**config.mk**
```make
export PLATFORM = sky130hd
export DESIGN_NAME = ps2_key_decoder
export DESIGN_NICKNAME = d
export VERILOG_FILES = /design/src/rtl/ps2_pkg.sv /design/src/rtl/ps2_input_filter.sv /design/src/rtl/ps2_key_decoder.sv
export SDC_FILE = /design/constraint.sdc
export NUM_CORES = 1
export LEC_CHECK = 0
export CAP_MARGIN = 40
export CORE_ASPECT_RATIO = 1.4
export CORE_MARGIN = 4
export CORE_UTILIZATION = 55
export CTS_BUF_LIST = sky130_fd_sc_hd__clkbuf_4 sky130_fd_sc_hd__clkbuf_8
export CTS_CLUSTER_SIZE = 30
export DETAILED_ROUTE_END_ITERATION = 10
export PLACE_DENSITY = 0.88
export SYNTH_ARGS = -nofsm -noshare
export SYNTH_HDL_FRONTEND = slang
export SYNTH_SLANG_ARGS = --single-unit
```
**constraint.sdc**
```tcl
create_clock -name clk -period 2 [get_ports clk]
set_input_delay 0.4 -clock clk [delete_from_list [all_inputs] [get_ports clk]]
set_output_delay 0.4 -clock clk [all_outputs]
set_load 0.05 [all_outputs]
```
**src/rtl/ps2_pkg.sv**
```systemverilog
// ps2_pkg: shared state encoding, PS/2 prefix bytes and controller key codes
package ps2_pkg;
    typedef enum logic [1:0] {IDLE, DATA, PARITY, STOP} ps2_state_t;
    localparam logic [7:0] SC_BREAK = 8'hF0;
    localparam logic [7:0] SC_EXT   = 8'hE0;
    localparam logic [7:0] KEY_1    = 8'h16;
    localparam logic [7:0] KEY_2    = 8'h1E;
    localparam logic [7:0] KEY_3    = 8'h26;
    localparam logic [7:0] KEY_Q    = 8'h15;
    localparam logic [7:0] KEY_W    = 8'h1D;
    localparam logic [7:0] KEY_E    = 8'h24;
endpackage

```
**src/rtl/ps2_input_filter.sv**
```systemverilog
// ps2_input_filter: pin synchroniser, ps2_clk glitch filter and falling-edge bit event
module ps2_input_filter #(
    parameter int SYNC_STAGES = 2,
    parameter int FILTER_LEN  = 8
) (
    input  logic clk,
    input  logic rst,
    input  logic ps2_clk,
    input  logic ps2_data,
    output logic bit_evt,
    output logic data_s
);
    localparam int CW = $clog2(FILTER_LEN + 1);
    logic [SYNC_STAGES-1:0] cs, ds;
    logic [CW-1:0] cnt;
    logic level, raw_c, flip;
    assign raw_c = cs[SYNC_STAGES-1];
    assign flip  = (raw_c != level) && (cnt == CW'(FILTER_LEN - 1));
    // synchronise pins, count consecutive samples away from the filtered level, flag 1->0 flips
    always_ff @(posedge clk or posedge rst) begin
        if (rst) begin
            cs      <= '1;
            ds      <= '1;
            cnt     <= '0;
            level   <= 1'b1;
            bit_evt <= 1'b0;
            data_s  <= 1'b1;
        end else begin
            cs      <= {cs[SYNC_STAGES-2:0], ps2_clk};
            ds      <= {ds[SYNC_STAGES-2:0], ps2_data};
            cnt     <= (raw_c == level || flip) ? '0 : cnt + 1'b1;
            level   <= flip ? raw_c : level;
            bit_evt <= flip && level;
            data_s  <= ds[SYNC_STAGES-1];
        end
    end
endmodule

```
**src/rtl/ps2_key_decoder.sv**
```systemverilog
// ps2_key_decoder: PS/2 frame receiver with parity/stop check, timeout and E0/F0 prefix stripping
module ps2_key_decoder
    import ps2_pkg::*;
#(
    parameter int SYNC_STAGES    = 2,
    parameter int FILTER_LEN     = 8,
    parameter int TIMEOUT_CYCLES = 100000
) (
    input  logic       clk,
    input  logic       rst,
    input  logic       ps2_clk,
    input  logic       ps2_data,
    output logic [7:0] key_pressed,
    output logic       key_flag,
    output logic       key_ext,
    output logic       frame_err
);
    localparam int TW = $clog2(TIMEOUT_CYCLES);
    ps2_state_t state, state_n;
    logic bit_evt, data_s, tmo_hit, stop_evt, frame_ok;
    logic [2:0] cnt;
    logic [7:0] shreg;
    logic parity, ext_pending, brk_pending;
    logic [TW-1:0] tmo;

    ps2_input_filter #(.SYNC_STAGES(SYNC_STAGES), .FILTER_LEN(FILTER_LEN)) u_filter (
        .clk(clk), .rst(rst), .ps2_clk(ps2_clk), .ps2_data(ps2_data),
        .bit_evt(bit_evt), .data_s(data_s)
    );

    // state register
    always_ff @(posedge clk or posedge rst) begin
        if (rst) state <= IDLE;
        else     state <= state_n;
    end

    // next state; a bit event always takes precedence over the timeout
    always_comb begin
        state_n  = state;
        tmo_hit  = state != IDLE && tmo == TW'(TIMEOUT_CYCLES - 1) && !bit_evt;
        stop_evt = bit_evt && state == STOP;
        frame_ok = stop_evt && data_s && (^{shreg, parity});
        if (bit_evt) begin
            case (state)
                IDLE:    state_n = data_s ? IDLE : DATA;
                DATA:    state_n = cnt == 3'd7 ? PARITY : DATA;
                PARITY:  state_n = STOP;
                default: state_n = IDLE;
            endcase
        end else if (tmo_hit) begin
            state_n = IDLE;
        end
    end

    // shifter, timeout counter, prefix tracking and registered outputs
    always_ff @(posedge clk or posedge rst) begin
        if (rst) begin
            cnt         <= '0;
            shreg       <= '0;
            parity      <= 1'b0;
            tmo         <= '0;
            ext_pending <= 1'b0;
            brk_pending <= 1'b0;
            key_pressed <= 8'h00;
            key_flag    <= 1'b0;
            key_ext     <= 1'b0;
            frame_err   <= 1'b0;
        end else begin
            tmo       <= (bit_evt || state == IDLE) ? '0 : tmo + 1'b1;
            key_flag  <= 1'b0;
            frame_err <= (stop_evt && !frame_ok) || tmo_hit;
            if (bit_evt && state == IDLE) cnt <= '0;
            if (bit_evt && state == DATA) begin
                shreg <= {data_s, shreg[7:1]};
                cnt   <= cnt + 1'b1;
            end
            if (bit_evt && state == PARITY) parity <= data_s;
            if ((stop_evt && !frame_ok) || tmo_hit) begin
                ext_pending <= 1'b0;
                brk_pending <= 1'b0;
            end else if (frame_ok) begin
                if (shreg == SC_EXT) begin
                    ext_pending <= 1'b1;
                end else if (shreg == SC_BREAK) begin
                    brk_pending <= 1'b1;
                end else if (brk_pending) begin
                    ext_pending <= 1'b0;
                    brk_pending <= 1'b0;
                end else begin
                    key_pressed <= shreg;
                    key_ext     <= ext_pending;
                    key_flag    <= 1'b1;
                    ext_pending <= 1'b0;
                end
            end
        end
    end
endmodule
```
==> run summary <==
Final antenna-violating net count: 0
Syn_area_per_cell: 11.6 um^2
Max-slew violation count: 0
Final setup violation count: 3
Setup CP Type: flop to flop
Ranking of synthesized cells by area: dfrtp_1 (51%), mux2_2 (7.9%), dfstp_2 (6.5%), xnor2_1 (5.1%), nor2_1 (4.2%)
Ys flop type: dfrtp_1
CTS Root Cell: clkbuf_8
Cells along the critical path: or4b_4 -> or4_4 -> or4_4 -> nand4b_1 -> a21oi_1
Clk_lat worst skew: 310 ps
Post-Route Utilization: 68.8%
Worst setup SP type: flop
Routed vias: 1667
# hold bufs at CTS: 0
Leak: 1.34 nW
Mapped cell area: 0.00242 mm^2
Max incr delay on CP: 540 ps
# IOs: 15
Most common cell after layout, fill and taps aside: dfrtp_1
Yosys cell types: 35
Post-synth EDFFs: 0
Most frequent cells in the layout: dfrtp_1 (47), nor2_1 (27), buf_4 (18)
Initial antenna violation count: 0
DP HPWL: 3.14 mm
GPL Wtd Cong: 0.824
Rel. slew slack: 66.8%
Clock sinks: 55
Post-Layout Cell Count: 308
Clock Skew: 10.1 ps
CTS Buf Count: 5
Fraction of registers with async set/reset: 100%
# diodes: 0
Die boundary width: 64.1 um
Total Wirelength: 4.56 mm
Maximum VDD drop: 0.582 mV
H-Tree Depth: 2
Ys Warns: 0
Drc violations: 0
First DRT Iteration DRCs: 51
IO Port Bufs: 14
Initial Util: 57.2%
Fillers: 309
Area growth, synth to finish: 20.3%
Tmin final: 2180 ps
TritonCTS clock tree: built
First-pass GRT wire length: 7.36 mm
CP Max Fanout: 2
Total Routing Usage GR: 17.5%
Area of placed instances: 0.00273 mm^2
Avg WL per Cell: 14.8 um
Core area: 0.00424 mm^2
Final hold vios: 0
Synth area leader: dfrtp_1
Fin crit share: 109%
Number of vias per cell: 5.41
Status: finished with violations
Row cnt: 28
Worst Setup End Kind: flop
WP data arrival: 2380 ps
Pin count of the biggest net entering global routing: 33
Seq/Total Area, Yosys: 57.1%
Pre-antenna DRT Iters: 4
Crit path required time: 2200 ps
Syn Nets: 217
CP max-delay cell: or4b_4
RSZ-0062 raised after global routing: yes
FF-to-FF path depth: 5
Final worst setup slack: -181 ps
Final Total Pwr: 1.91 mW
# Max-Cap Violations: 0
Nets: 255
Violated checks: negative setup slack
Seq cells post-synth: 55
Worst hold path type: input pin to async pin
Layout cells sized above 1: 26.2%
CTS clk-pin slew, worst paths: 100 ps
Vias in the first global route: 1695
Final Cell Area: 0.00292 mm^2
Placed Instances: 294
Fmax: 459 MHz
Cell repeated most along the worst path: or4_4
Pwr dens: 654 mW/mm^2
Yosys top cell area share: 50.6%
Clock buffer depth: 2
Remaining Overflow, GRT: 0
Total die area: 0.00555 mm^2
DIE HEIGHT: 86.6 um
Cell count after synthesis: 209
Worst-Margin Slew: 496 ps
==> report_power, final <==
part	total (mW)	internal (mW)	switching, mW
clock network	0.608	0.247	0.361
registers	1.19	1.16	0.0287
logic	0.113	0.0529	0.0602
total	1.91	1.46	0.449
==> final cells by class <==
class                   instances  area, um^2  area share (%)
flip-flops and latches         55        1390            47.5
multi-input cells             141        1020            35.0
repair buffers                 35         314            10.8
well taps                      60        75.1            2.57
clock buffers                   5        68.8            2.36
inverters                       9        33.8            1.16
clock inverters                 3        18.8           0.643
==> per-layer routing <==
metal | track usage (%) | part of all wire [%] | vias up
met2 | 33.1 | 58 | 29
met4 | 8.27 | 2.2 | 0
li1 | - | - | 798
met1 | 17.0 | 37 | 828
met3 | 5.06 | 2.9 | 12
met5 | 0 | 0 | -
==> cell usage after synthesis (2+ instances only) <==
master,count
a21oi_1,3
mux2_2,17
and4_1,2
clkbuf_1,2
and3_1,2
nand2_1,12
nor3_1,4
xnor2_1,14
nor2_1,27
nand4b_1,3
dfrtp_1,49
dfstp_2,6
ha_1,4
xor2_1,9
nand4_1,4
o21ai_0,11
nor3b_1,2
or4_1,2
nand3b_1,2
nand2b_1,2
nand3_1,10
inv_1,9
==> path summary, 6_finish.rpt <==
| kind | from | endpoint | slack [ps] |
|---|---|---|---|
| worst min-delay path | rst | u_filter.cnt[2] | 310 |
| min in group clk | u_filter.cs[0] | u_filter.cs[1] | 360 |
| worst max-delay path | tmo[12] | ext_pending | -180 |
| worst min register to register | u_filter.cs[0] | u_filter.cs[1] | 360 |
| worst max register to register | tmo[12] | ext_pending | -180 |
| max in group asynchronous | rst | u_filter.cs[1] | 1150 |
==> sequential cells by signal, indices dropped and copies added (netlist names) <==
register          cells
brk_pending           1
tmo                  17
u_filter.data_s       1
u_filter.ds           2
parity                1
state                 2
shreg                 8
key_flag              1
u_filter.cnt          4
ext_pending           1
u_filter.bit_evt      1
key_ext               1
frame_err             1
key_pressed           8
u_filter.level        1
cnt                   3
u_filter.cs           2
==> worst max-delay path, delay by kind of cell, from the launching register on <==
kind / cells / cell delay, ps
flip-flops: 1 / 390
AO/OA/AOI/OAI: 1 / 80
AND/OR/NAND/NOR: 4 / 1610
==> cells by family after synthesis <==
| family | count (synthesis) | synth area share, % |
|---|---|---|
| flops | 55 | 57.1 |
| mux | 17 | 7.89 |
| xor+xnor | 24 | 9.24 |
| compound gates | 18 | 4.28 |
| simple gates | 78 | 16.7 |
| buf+inv | 13 | 2.73 |
| fa+ha+maj | 4 | 2.06 |
==> repair_timing <==
action,in CTS,in global routing
cloned,0,1
resized for setup,2,10
setup buffers,2,3
endpoints found under the hold margin,0,0
setup endpoints to repair,4,13
pin swaps,3,5
==> per-stage QoR <==
stage                     worst slack (ps)  hold WS (ps)  setup TNS, ps
final                                 -181           313           -516
after CTS                             -187           318           -526
after floorplan                       -135           345           -367
after global routing                  -220           332           -680
after detailed placement              -215           349           -584
after global placement                -116           345           -297
Note: power is estimated with default switching activity, not from simulation.
